File: src/rtl/tc_multi_if.sv
// Bus bundle for the multi-channel timer/counter: byte-enabled MMIO write,
// combinational read data, combined IRQ and per-channel IRQ vector.
interface tc_multi_if #(
  parameter int NCH = 2
);
  logic [3:0]     byteen;
  logic [31:0]    addr;
  logic [31:0]    wdata;
  logic [31:0]    rdata;
  logic           IRQ;
  logic [NCH-1:0] irq_vec;

  modport master (
    output byteen, addr, wdata,
    input  rdata, IRQ, irq_vec
  );

  modport slave (
    input  byteen, addr, wdata,
    output rdata, IRQ, irq_vec
  );
endinterface

File: src/rtl/tc_multi.sv
// NCH independent prescaled down-counters (one-shot / auto-reload), W1C IP.
// Ports: clk, RESET (sync, active-high), bus (tc_multi_if.slave).
module tc_multi #(
  parameter int NCH   = 2,
  parameter int CNT_W = 32
) (
  input logic       clk,
  input logic       RESET,
  tc_multi_if.slave bus
);

  typedef enum logic [1:0] {
    IDLE = 2'd0,
    LOAD = 2'd1,
    CNT  = 2'd2
  } st_t;

  logic           we;
  logic [3:0]     ch;
  logic [1:0]     rg;
  logic [31:0]    bmask;
  logic [31:0]    rd [NCH];
  logic [NCH-1:0] vec;
  logic           unused_bits;

  assign we = |bus.byteen;
  assign ch = bus.addr[7:4];
  assign rg = bus.addr[3:2];

  assign bmask = {{8{bus.byteen[3]}},
                  {8{bus.byteen[2]}},
                  {8{bus.byteen[1]}},
                  {8{bus.byteen[0]}}};

  assign unused_bits = ^{bus.addr[31:8],
                         bus.addr[1:0],
                         bus.wdata, bmask};

  for (genvar k = 0; k < NCH; k++) begin : g_ch
    st_t              st;
    logic             en;
    logic             mode;
    logic             im;
    logic             ip;
    logic [7:0]       psc;
    logic [7:0]       pcnt;
    logic [CNT_W-1:0] preset;
    logic [CNT_W-1:0] count;
    logic [CNT_W-1:0] pnext;
    logic             wr;

    assign wr = we && (ch == 4'(k));

    assign pnext =
      (preset & ~bmask[CNT_W-1:0]) |
      (bus.wdata[CNT_W-1:0] & bmask[CNT_W-1:0]);

    // A write to this channel freezes its FSM, prescaler and count.
    always_ff @(posedge clk) begin
      if (RESET) begin
        st     <= IDLE;
        en     <= 1'b0;
        mode   <= 1'b0;
        im     <= 1'b0;
        ip     <= 1'b0;
        psc    <= '0;
        pcnt   <= '0;
        preset <= '0;
        count  <= '0;
      end else if (wr) begin
        if (rg == 2'd0) begin
          if (bus.byteen[0]) begin
            en   <= bus.wdata[0];
            mode <= bus.wdata[1];
            im   <= bus.wdata[3];
            if (bus.wdata[4]) ip <= 1'b0;
          end
          if (bus.byteen[1]) psc <= bus.wdata[15:8];
        end
        if (rg == 2'd1) preset <= pnext;
      end else begin
        unique case (st)
          IDLE: begin
            if (en) st <= LOAD;
          end
          LOAD: begin
            count <= preset;
            pcnt  <= '0;
            st    <= CNT;
          end
          CNT: begin
            if (!en) begin
              st <= IDLE;
            end else if (pcnt != psc) begin
              pcnt <= pcnt + 8'd1;
            end else begin
              pcnt <= '0;
              if (count > CNT_W'(1)) begin
                count <= count - CNT_W'(1);
              end else begin
                ip <= 1'b1;
                if (mode) begin
                  count <= preset;
                end else begin
                  count <= '0;
                  en    <= 1'b0;
                  st    <= IDLE;
                end
              end
            end
          end
          default: st <= IDLE;
        endcase
      end
    end

    always_comb begin
      rd[k] = '0;
      unique case (1'b1)
        rg == 2'd0:
          rd[k] = {16'b0, psc, 3'b0,
                   ip, im, 1'b0, mode, en};
        rg == 2'd1: rd[k] = 32'(preset);
        rg == 2'd2: rd[k] = 32'(count);
        default:    rd[k] = '0;
      endcase
    end

    assign vec[k] = ip & im;
  end

  always_comb begin
    bus.rdata = '0;
    for (int k = 0; k < NCH; k++) begin
      if (ch == 4'(k)) bus.rdata = rd[k];
    end
  end

  assign bus.irq_vec = vec;
  assign bus.IRQ     = |vec;

endmodule
File: src/flat_wrapper.sv
// flat-port wrapper written by rule: the top's interface ports become plain ports
module tc_multi_flat 
#(
  parameter int NCH   = 2,
  parameter int CNT_W = 32
)
  (clk, RESET, bus_byteen, bus_addr, bus_wdata, bus_rdata, bus_IRQ, bus_irq_vec);
  tc_multi_if #(.NCH(NCH)) bus_i ();
  input logic clk;
  input logic RESET;
  input wire logic [$bits(bus_i.byteen)-1:0] bus_byteen;
  input wire logic [$bits(bus_i.addr)-1:0] bus_addr;
  input wire logic [$bits(bus_i.wdata)-1:0] bus_wdata;
  output wire logic [$bits(bus_i.rdata)-1:0] bus_rdata;
  output wire logic [$bits(bus_i.IRQ)-1:0] bus_IRQ;
  output wire logic [$bits(bus_i.irq_vec)-1:0] bus_irq_vec;
  assign bus_i.byteen = bus_byteen;
  assign bus_i.addr = bus_addr;
  assign bus_i.wdata = bus_wdata;
  assign bus_rdata = bus_i.rdata;
  assign bus_IRQ = bus_i.IRQ;
  assign bus_irq_vec = bus_i.irq_vec;
  tc_multi #(.NCH(NCH), .CNT_W(CNT_W)) u_core (.clk(clk), .RESET(RESET), .bus(bus_i));
endmodule
File: config.mk
export PLATFORM = sky130hd
export DESIGN_NAME = tc_multi_flat
export DESIGN_NICKNAME = d
export VERILOG_FILES = /design/src/rtl/tc_multi_if.sv /design/src/rtl/tc_multi.sv /design/src/flat_wrapper.sv
export SDC_FILE = /design/constraint.sdc
export NUM_CORES = 1
export LEC_CHECK = 0
export ABC_AREA = 1
export ABC_CLOCK_PERIOD_IN_PS = 2800
export BUFFER_PORTS_ARGS = -buffer_cell sky130_fd_sc_hd__buf_4
export CORE_ASPECT_RATIO = 1.75
export CORE_UTILIZATION = 50
export DETAILED_ROUTE_END_ITERATION = 7
export GPL_ROUTABILITY_DRIVEN = 0
export GPL_TIMING_DRIVEN = 1
export HOLD_SLACK_MARGIN = 0.1
export PLACE_DENSITY = 0.66
export SLEW_MARGIN = 25
export SYNTH_ARGS = -nofsm -noshare
export SYNTH_HDL_FRONTEND = slang
export SYNTH_SLANG_ARGS = --single-unit
File: constraint.sdc
create_clock -name clk -period 2.8 [get_ports clk]
set_input_delay 0.14 -clock clk [delete_from_list [all_inputs] [get_ports clk]]
set_output_delay 0.14 -clock clk [all_outputs]
set_load 0.05 [all_outputs]
* Word level (Yosys, flattened, before mapping)
Index checks and enable logic that the tools add are counted.
** Operators by class
- $add $sub $neg :: 4
- $lt $le $gt $ge :: 2
- Eq/ne operators :: 31
- Multiplexer cells :: 59
- Bitwise logic cells :: 10
- Reduce and logical (&&, ||, !) cells :: 30
** Operators with widths (count)
- two-way mux 32 bit :: 10
- case mux 32 bit (3 select lines) :: 2
- case mux 32 bit (2 select lines) :: 2
- bitwise AND 32 bit :: 3
- > comparator 32 x 1 -> 1 bit (second input constant) :: 2
- bitwise OR 32 bit :: 2
- subtractor 32 x 1 -> 32 bit (second input constant) :: 2
- two-way mux 8 bit :: 4
- inverter 32 bit :: 1
- case mux 8 bit (2 select lines) :: 2
- two-way mux 1 bit :: 27
- AND reduction 3 bit :: 8
- two-way mux 2 bit :: 10
- inequality test 3 bit (second input constant) :: 6
- adder 8 x 1 -> 8 bit (second input constant) :: 2
- inequality test 2 x 1 -> 1 bit (second input constant) :: 8
- inequality test 2 bit (second input constant) :: 8
- inequality test 8 bit :: 2
- AND reduction 7 bit :: 2
- case mux 2 bit (3 select lines) :: 2
- nonzero test 2 bit :: 6
- AND reduction 5 bit :: 2
- AND reduction 4 bit :: 2
- equality test 2 x 1 -> 1 bit (second input constant) :: 3
- 10 further kinds :: 18
** Storage, ports and cells
- Register bits :: 172
- Input bits :: 70
- Output and inout port bits :: 35
- Logic and storage cells :: 154

* Longest topological paths before layout
- Word-level depth :: 6
- Depth in mapped cells :: 13
- Mapped depth without buffers :: 12

* Least setup slack after synthesis
OpenSTA, ideal clock, no wires.
- Kind :: input -> output
- Start point :: in bus_addr[2]
- End point :: out bus_rdata[0]
- Data arrival time :: 1.842 ns
- Required time :: 2.660 ns
- Path slack :: 0.818 ns
- Stages :: 8
- Path buffers :: 2
- Cell sequence :: inv_1 -> nor2_2 -> inv_1 -> buf_2 -> buf_1 -> o22ai_1 -> a21oi_1 -> o22ai_1
** Between the ends
- Cells in the longest elaborated chain, start to end :: 4
- Elaborated cells between the ends (all ways) :: 7
- Those cells by class :: eq/ne: 2; mux: 4; reduce/logical: 1
** RTL lines
- start: declaration :: RTL line flat_wrapper.sv:12 : input wire logic [$bits(bus_i.addr)-1:0] bus_addr;
- equality test 2 bit, or another cell as far along :: RTL line tc_multi.sv:124 : rg == 2'd2: rd[k] = 32'(count);
- case mux 32 bit (3 select lines) :: RTL line tc_multi.sv:119 : unique case (1'b1)
- two-way mux 32 bit :: RTL line tc_multi.sv:135 : if (ch == 4'(k)) bus.rdata = rd[k];
- two-way mux 32 bit (*) :: RTL line tc_multi.sv:135
- end: declaration :: RTL line flat_wrapper.sv:14 : output wire logic [$bits(bus_i.rdata)-1:0] bus_rdata;
Mark *: on every way between the ends. The rest lies on a longest branch, timed or not.

* Final worst setup path
- Start point :: reg u_core.g_ch[0].count[0]
- End point :: reg u_core.g_ch[0].count[17]
** Between the ends
- Cells in the longest elaborated chain, start to end :: 5
- Elaborated cells between the ends (all ways) :: 6
- Those cells by class :: add/sub: 1; order compare: 1; mux: 4
** RTL lines
- start: declaration :: RTL line tc_multi.sv:48 : logic [CNT_W-1:0] count;
- start signal: assignment :: RTL line tc_multi.sv:87 : count <= preset;
- start signal: assignment :: RTL line tc_multi.sv:99 : count <= count - CNT_W'(1);
- start signal: assignment :: RTL line tc_multi.sv:103 : count <= preset;
- subtractor 32 x 1 -> 32 bit or > comparator 32 x 1 -> 1 bit (tied branches) :: RTL line tc_multi.sv:99, tc_multi.sv:98
- two-way mux 32 bit (*) :: RTL line tc_multi.sv:98 : if (count > CNT_W'(1)) begin
- two-way mux 32 bit (*) :: RTL line tc_multi.sv:94 : end else if (pcnt != psc) begin
- two-way mux 32 bit (*) :: RTL line tc_multi.sv:92 : if (!en) begin
- case mux 32 bit (2 select lines) (*) :: RTL line tc_multi.sv:82 : unique case (st)
Mark *: on every way between the ends. The rest lies on a longest branch, timed or not. The select of a mux whose other input is x is not followed.
A chain may end at the register's enable or synchronous reset.

==> results.md <==
* Status: complete, but fails checks
* Failing checks: design-rule violations
* Peak VDD IR at 0.611 mV
* Top cells by area, synth: dfxtp_1 (33%), nand2_1 (11%), a21oi_1 (8.2%), inv_1 (7.6%), nor2_1 (5.5%)
* Top-area cell type share of the netlist area at 32.6%
* Worst-path maximum fanout at 21
* Core area at roughly 21,000 µm²
* Mapped Nets at 1,697
* Dominant cell type by area after synthesis: dfxtp_1
* Buf+Inv Stages, Crit Path at 1
* Synthesized area per cell at 6.54 µm²
* Starting Density at 50.7%
* Post-synth ARST share at 0%
* Share of cells above drive strength 1 at 12.9%
* Initial DRC count at roughly 860
* Final Hold Vio Count at 0
* Max Freq at 420 MHz
* CTS tree: yes
* First-pass GRT wire length at 56,500 µm
* Worst slew pin tran at ~1 ns
* Hold crit path type: primary input to flip-flop
* Max-slew violation count at 0
* Cell Chain, Critical Path: inv_1 > ha_1 > nand2_1 > nor2_4 > nand2_2 > a21oi_4 > nor2_2 > nand3_1 > o21ai_1 > nand2_1 > nand2_1
* RSZ-0062 raised after global routing: no
* WL/cell at 18.2 µm
* CP max stage cell: nor2_2
* Synth warn at 0
* Drt pass-1 iters at 8
* IO buf count at 78
* HPWL after detailed placement at 26,700 µm
* Netlist cell types at 47
* Fillers at roughly 2.1k
* Fin cells at 1,967
* Die Y at 194 µm
* Seq/Total Area, Yosys at 32.6%
* Vias in the first global route at between 10k and 15k
* Worst path most repeated cell: nand2_1
* Antenna viol nets, final at 0
* Synth Register Bits at 172
* H-tree depth at 4
* Total GRT Usage at 33.6%
* Synthesized area at 10,600 µm²
* Root Driver: clkbuf_16
* Post-synth top flop: dfxtp_1
* Detailed-route via count at roughly 11k
* Setup CP Type: flip-flop to flip-flop
* CP max stage delay at 0.76 ns
* Final wirelength at 35,800 µm
* NumNets Final at 1,784
* Clock sink count at between 150 and 200
* Synth cell count leaders: nand2_1 (307), inv_1 (214), a21oi_1 (173)
* Floorplan row count at 70
* CP arrival at 2.78 ns
* LEAKAGE at about 0.0053 µW
* Clk buf depth at 2
* Rel. slew slack at around a third
* Drt drc at 2
* Setup_tns at 0 ns
* Design area at between 10,000 and 15,000 µm²
* Placed insts at ~1.9k
* CTS Buf Count at 17
* CP required at 3.20 ns
* Via/cell ratio at 5.65
* Initial antenna violation count at 0
* Final setup fails at 0
* P&R area growth vs syn at 16.4%
* Critical Path End Type: flip-flop
* Largest net degree at the start of global routing at 118
* CP Launch Type: flip-flop
* Post CTS Setup Buffer Count at 0
* Clock period minus worst slack at 2.38 ns
* Total grt overflow at 0
* PD cells at a little under 900 nW/µm²
* Family with the most delay on the worst path: simple AND/OR/NAND/NOR gates
* Die area at 21,700 µm²
* Syn Inst Count at 1,615
* Io pins at 105
* Clock transition at the registers of the reported paths at 0.08 ns
* Max-cap violations at 0
* Most frequent cell after synthesis: nand2_1
* Skew final at 0.00986 ns
* Number of synthesized flops with an enable pin at 0
* Chip width at 112 µm
* Cell Area, Placed at 11,300 µm²
* Ant. Diodes at 0
* Period utilization at 85.0%
* Clk_lat worst skew at 0.46 ns
-- worst reg2reg max path, cell delays in order, from the launching register on --
cell     delay (ns)
dfxtp_1        0.38
inv_1          0.09
ha_1           0.24
nand2_1        0.16
nor2_4         0.08
nand2_2        0.12
a21oi_4        0.08
nor2_2         0.76
nand3_1        0.16
o21ai_1        0.13
nand2_1        0.07
nand2_1        0.05
-- metrics by stage --
step	hold WS [ns]	power [µW]	utilization [%]	setup WS, ns
global placement	0.429	8280	54.1	0.508
floorplan	0.304	7060	-	0.818
CTS	0.178	10900	59.0	0.429
finish	0.176	11000	59.0	0.421
global route	0.201	11700	59.0	0.215
detailed placement	0.430	8340	54.1	0.456
-- routing by layer --
layer	share of wire, %	track usage, %	routed length, µm	vias up
li1	-	-	-	5481
met1	39	37.7	14000	5145
met2	50	59.0	18000	366
met3	4.3	4.27	1530	126
met4	6.4	22.4	2300	0
met5	0	0	0	-
-- final timing paths --
kind	from	to	slack (ns)	cells after the start
worst min-delay path	bus_addr[5]	u_core.g_ch[0].ip	0.18	5
worst min register to register	flip-flop	flip-flop	0.47	2
worst max register to register	u_core.g_ch[0].count[0]	u_core.g_ch[0].count[17]	0.42	11
worst max-delay path	u_core.g_ch[0].count[0]	u_core.g_ch[0].count[17]	0.42	11
-- cells in the final DEF, fill, tap and decap left out, types with 2 or more instances in the layout --
master	Yosys	routed
nand2_1	307	307
inv_1	214	212
a21oi_1	173	173
dfxtp_1	172	172
nor2_1	154	154
nand3_1	103	103
o21ai_0	99	99
buf_4	3	96
o22ai_1	72	72
o21ai_1	44	44
xor2_1	41	41
dlygate4sd3_1	0	39
a22o_1	20	20
nand2_2	20	20
inv_2	17	19
nor2_2	17	17
clkbuf_16	0	17
nand4_1	16	16
ha_1	12	12
a21oi_2	10	10
nor2_4	8	8
nor3_1	6	6
nor2_8	5	5
xnor2_1	5	5
clkinv_4	0	5
nor3_2	4	4
o211ai_1	4	4
bufinv_16	0	3
nand3_2	2	2
inv_4	2	2
nand2_4	2	2
nor3b_1	2	2
o21a_1	2	2
nor4_1	2	2
clkinv_2	0	2
clkbuf_8	0	2
inv_6	0	2
-- report_power, final --
part           internal (µW)  total [µW]  switching [µW]  leakage [µW]
registers               2730        3070             345       0.00139
clock network           1460        2540            1080      0.000305
logic                   1690        5340            3660       0.00356
total                   5870       11000            5080       0.00526
-- logic make-up after synthesis --
group | share of synthesized area, %
compound gates | 22.7
xor+xnor | 3.81
fa+ha+maj | 1.42
buf+inv | 11.5
flops | 32.6
simple gates | 27.9
-- what timing repair did --
action	in CTS	in global routing
hold buffers	39	0
gates resized for setup	0	0
hold endpoints to repair	91	0
-- cell type report --
type                    instances  area (µm²)  area share [%]
multi-input cells            1142        5910            48.0
flip-flops and latches        172        3440            28.0
repair buffers                136        1130            9.20
inverters                     233         880            7.15
clock buffers                  20         457            3.71
well taps                     252         315            2.56
clock inverters                12         161            1.31
Note: power is estimated with default switching activity, not from simulation.
